**src/rtl/spi_sample_rx.sv**
```systemverilog
// SPI mode-0 receiver that deserialises one 2*SAMPLE_W-bit frame into two player samples.
// Optional sdo read-back of the previous frame when SPI_SAMPLE_ECHO_EN is defined.
module spi_sample_rx #(
  parameter int SAMPLE_W    = 12,
  parameter int SYNC_STAGES = 2,
  parameter int ERR_W       = 8
) (
  input  logic                clk,
  input  logic                reset,
  input  logic                sclk,
  input  logic                cs_n,
  input  logic                sdi,
  output logic                sdo,
  output logic [SAMPLE_W-1:0] p1data,
  output logic [SAMPLE_W-1:0] p2data,
  output logic                valid,
  output logic                frame_err,
  output logic [ERR_W-1:0]    err_count
);

  localparam int F  = 2 * SAMPLE_W;
  localparam int CW = $clog2(F) + 1;
  localparam logic [CW-1:0] CNT_FULL = CW'(F);
  localparam logic [CW-1:0] CNT_SAT  = CW'(F + 1);

  typedef enum logic [1:0] {WAIT_IDLE, IDLE, SHIFT, COMMIT} state_t;

  state_t state, state_nx;

  logic [SYNC_STAGES-1:0] sclk_s, cs_s, sdi_s;
  logic sclk_d, cs_d;
  logic sclk_q, cs_q, sdi_q;
  logic sclk_rise, sclk_fall, cs_rise, cs_fall;

  logic [F-1:0]  shreg;
  logic [CW-1:0] cnt;

  // Chains reset low so cs_n reads "not idle" until the pin is genuinely seen high.
  always_ff @(posedge clk) begin
    if (reset) begin
      sclk_s <= '0;
      cs_s   <= '0;
      sdi_s  <= '0;
      sclk_d <= 1'b0;
      cs_d   <= 1'b0;
    end else begin
      sclk_s <= {sclk_s[SYNC_STAGES-2:0], sclk};
      cs_s   <= {cs_s[SYNC_STAGES-2:0], cs_n};
      sdi_s  <= {sdi_s[SYNC_STAGES-2:0], sdi};
      sclk_d <= sclk_q;
      cs_d   <= cs_q;
    end
  end

  assign sclk_q    = sclk_s[SYNC_STAGES-1];
  assign cs_q      = cs_s[SYNC_STAGES-1];
  assign sdi_q     = sdi_s[SYNC_STAGES-1];
  assign sclk_rise = sclk_q & ~sclk_d;
  assign sclk_fall = ~sclk_q & sclk_d;
  assign cs_rise   = cs_q & ~cs_d;
  assign cs_fall   = ~cs_q & cs_d;

  always_ff @(posedge clk) begin
    if (reset) state <= WAIT_IDLE;
    else       state <= state_nx;
  end

  always_comb begin
    state_nx = state;
    case (state)
      WAIT_IDLE: if (cs_q)    state_nx = IDLE;
      IDLE:      if (cs_fall) state_nx = SHIFT;
      SHIFT:     if (cs_rise) state_nx = COMMIT;
      COMMIT:                 state_nx = IDLE;
      default:                state_nx = WAIT_IDLE;
    endcase
  end

  // Results are registered on the SHIFT->COMMIT transition so they are visible
  // exactly during the single COMMIT cycle.
  always_ff @(posedge clk) begin
    if (reset) begin
      shreg     <= '0;
      cnt       <= '0;
      p1data    <= '0;
      p2data    <= '0;
      valid     <= 1'b0;
      frame_err <= 1'b0;
      err_count <= '0;
    end else begin
      valid     <= 1'b0;
      frame_err <= 1'b0;
      if (state == IDLE && cs_fall) begin
        shreg <= '0;
        cnt   <= '0;
      end
      if (state == SHIFT) begin
        if (cs_rise) begin
          if (cnt == CNT_FULL) begin
            p1data <= shreg[F-1:SAMPLE_W];
            p2data <= shreg[SAMPLE_W-1:0];
            valid  <= 1'b1;
          end else begin
            frame_err <= 1'b1;
            if (err_count != '1) err_count <= err_count + 1'b1;
          end
        end else if (sclk_rise) begin
          shreg <= {shreg[F-2:0], sdi_q};
          if (cnt != CNT_SAT) cnt <= cnt + 1'b1;
        end
      end
    end
  end

`ifdef SPI_SAMPLE_ECHO_EN
  logic [F-1:0] echo;

  always_ff @(posedge clk) begin
    if (reset)                          echo <= '0;
    else if (state == IDLE && cs_fall)  echo <= {p1data, p2data};
    else if (state == SHIFT && sclk_fall) echo <= {echo[F-2:0], 1'b0};
  end

  assign sdo = (state == SHIFT) & echo[F-1];
`else
  assign sdo = 1'b0;
`endif

endmodule

```
**config.mk**
```make
export PLATFORM = sky130hd
export DESIGN_NAME = spi_sample_rx
export DESIGN_NICKNAME = d
export VERILOG_FILES = /design/src/rtl/spi_sample_rx.sv
export SDC_FILE = /design/constraint.sdc
export NUM_CORES = 1
export LEC_CHECK = 0
export CAP_MARGIN = 40
export CORE_ASPECT_RATIO = 0.9
export CORE_UTILIZATION = 55
export CTS_CLUSTER_DIAMETER = 40
export DETAILED_ROUTE_END_ITERATION = 8
export GPL_ROUTABILITY_DRIVEN = 1
export HOLD_SLACK_MARGIN = 0.15
export MAX_ROUTING_LAYER = met4
export PLACE_DENSITY = 0.8
export RECOVER_POWER = 50
export SYNTH_ARGS = -nofsm -noshare
export SYNTH_HDL_FRONTEND = slang
export SYNTH_SLANG_ARGS = --single-unit
```
**constraint.sdc**
```tcl
create_clock -name clk -period 3.75 [get_ports clk]
set_input_delay 0.75 -clock clk [delete_from_list [all_inputs] [get_ports clk]]
set_output_delay 0.75 -clock clk [all_outputs]
set_load 0.005 [all_outputs]
```
==> results.cfg <==
[status]
outcome = finished, violations left
violations = max-capacitance violations, max-slew violations

[global_routing]
grt_first_pass_wirelength_um = 9490
grt.total_usage_pct = 22.3
grt_max_degree = 73
grt_pass1_vias = 2064
grt_overflow = 0
grt_antenna_before_repair = 0

[clock_tree]
cts-root-buf = clkbuf_8
clock-sinks = 74
numCtsBuffers = 9
cts_resized = 0
clkTransAtPathRegs_ns = 0.07
insertion_delay_ns = 0.35
cts_tree = done
htree_levels = 3
cts_hold_buf = 0
cts_buffer_depth = 2
post-cts-setup-buffers = 0

[worst_setup_path]
crit_slowest_cell = clkbuf_1
worstPathArrival_ns = 2.94
endpoint_kind = flop
startpoint_type = flop
cpLargestDelayFamily = buffers and inverters
rr_startpoint = cs_s[1]
crit_required_ns = 3.92
critPathBufInv = 2
cp_cell_sequence = nor2b_2, buf_4, nand4_1, clkbuf_1, mux2i_1, nor2_1
critPathLaunch = cs_s[1]
crit_path_max_incr_delay_ns = 1.17
crit_type = reg2reg
path_max_fanout = 30

[pwr]
p_per_area_mw_per_mm2 = 426
power_mw = 1.53
irDropWorstVdd_mv = 0.298
p_leak_nw = 1.50

[route]
vias_per_cell = 5.56
wl_per_cell_um = 13.0
antenna_left = 0
vias = 2364
drc = 0
routed_wl_um = 5540
drt-initial-drc-count = 214
dr.pass1.iters = 4

[place]
place_ws_ns = 1.20
place.gp.congestion = 0.799
io_buffers = 38
dpl_cell_area_mm2 = 0.00340
dp.cells = 409
dp_hpwl_um = 3440

[min_path]
hp-class = reg2reg
hp-start = cs_s[0]

[die]
die_x_um = 79.7
num_io_pins = 40
die_area_mm2 = 0.00573
rows = 25
start_util_pct = 56.8
core_mm2 = 0.00526
dieHeight_um = 71.9

[logic_synthesis]
synthesis.area_mm2 = 0.00299
synthCells = 321
synth_cell_types = 40
synth_edf_count = 0
synthArstFlopShare_pct = 0
yosysSeqAreaShare_pct = 49.6
ys_seq_elements = 74
ys_warn_count = 0
syn_nets = 333
syn-mean-instance-area_um2 = 9.30
synthFlopType = dfxtp_1

[final_layout]
mostFrequentLayoutCells = dfxtp_1 (74), nor2_1 (32), dlygate4sd3_1 (32)
n_antenna_cell = 0
finalInstanceArea_mm2 = 0.00360
area_growth_pct = 20.6
layout-drive-gt1-share_pct = 6.98
mostFrequentLayoutCell = dfxtp_1
layout.cells.non_filler = 425
nNetsFinal = 365
nFillCells = 425

[sta]
hold_viol = 0
slew_headroom_pct = -2.90
tightest_slew_ns = 1.54
fin_crit_sh_pct = 73.9
rsz0062_at_grt = false
min_period_ns = 2.77
report.final.slew_viol_count = 22
max_freq_mhz = 361
setup_ws_ns = 0.980
setup-tns-final_ns = 0
finalSetupViolations = 0
skew_ns = 0.00833

[run]
max-cap-violations = 1
-- path summary, 6_finish.rpt --
kind                                   to  slack (ns)  cells past startpoint
worst min-delay path              cs_s[1]        0.44                      1
worst max register to register  p1data[5]        0.98                      6
worst min register to register    cs_s[1]        0.44                      1
worst max-delay path            p1data[5]        0.98                      6
-- power breakdown --
| group | switching, mW | total [mW] | internal (mW) |
|---|---|---|---|
| Sequential | 0.00849 | 0.806 | 0.798 |
| Combinational | 0.0695 | 0.108 | 0.0387 |
| Clock | 0.305 | 0.618 | 0.313 |
-- registers in the layout, indices dropped and copies added (netlist names), 2 cells and up --
signal,count
sdi_s,2
shreg,24
sclk_s,2
state,2
cnt,6
err_count,8
p2data,12
p1data,12
cs_s,2
-- synthesized netlist by cell type (4+ instances only) --
library cell,n,area share (%)
dfxtp_1,74,50
nor2_1,33,4.1
a21oi_1,31,5.2
nand2_1,28,3.5
mux2i_1,26,8.7
o211ai_1,25,6.3
clkbuf_1,18,2.3
nand3_1,9,1.5
inv_1,8,1.0
nor2b_1,8,1.7
ha_1,7,2.9
o31ai_1,6,1.5
nand3b_1,5,1.3
o21ai_0,4,0.67
or3_1,4,0.84
-- final cells by class --
class	count	area [µm²]	share of cell area, %
repair buffers	44	417	11.6
inverters	8	30.0	0.834
flip-flops and latches	74	1480	41.2
multi-input cells	216	1390	38.5
clock buffers	9	124	3.44
well taps	67	83.8	2.33
clock inverters	7	78.8	2.19
-- layer usage --
| metal | vias to the layer above | track usage (%) | wire [µm] |
|---|---|---|---|
| li1 | 1212 | - | - |
| met4 | 0 | 6.87 | 59 |
| met2 | 51 | 33.2 | 2520 |
| met1 | 1094 | 27.9 | 2720 |
| met5 | - | - | 0 |
| met3 | 7 | 8.68 | 243 |
-- cell families after synthesis --
kind of cell / share of synthesized area (%)
flops: 49.6
buf+inv: 4.15
fa+ha+maj: 2.93
mux: 8.72
compound gates: 17.9
other cells: 0.126
xor+xnor: 0.293
simple gates: 16.2
-- stage by stage --
stage / utilization, % / hold slack, ns
2_1_floorplan: - / 0.414
3_3_place_gp: 64.6 / 0.418
3_5_place_dp: 64.8 / 0.424
4_1_cts: 68.6 / 0.442
5_1_grt: 68.5 / 0.454
6_report: 68.5 / 0.439
No activity file was read; power rests on OpenSTA's default activity.
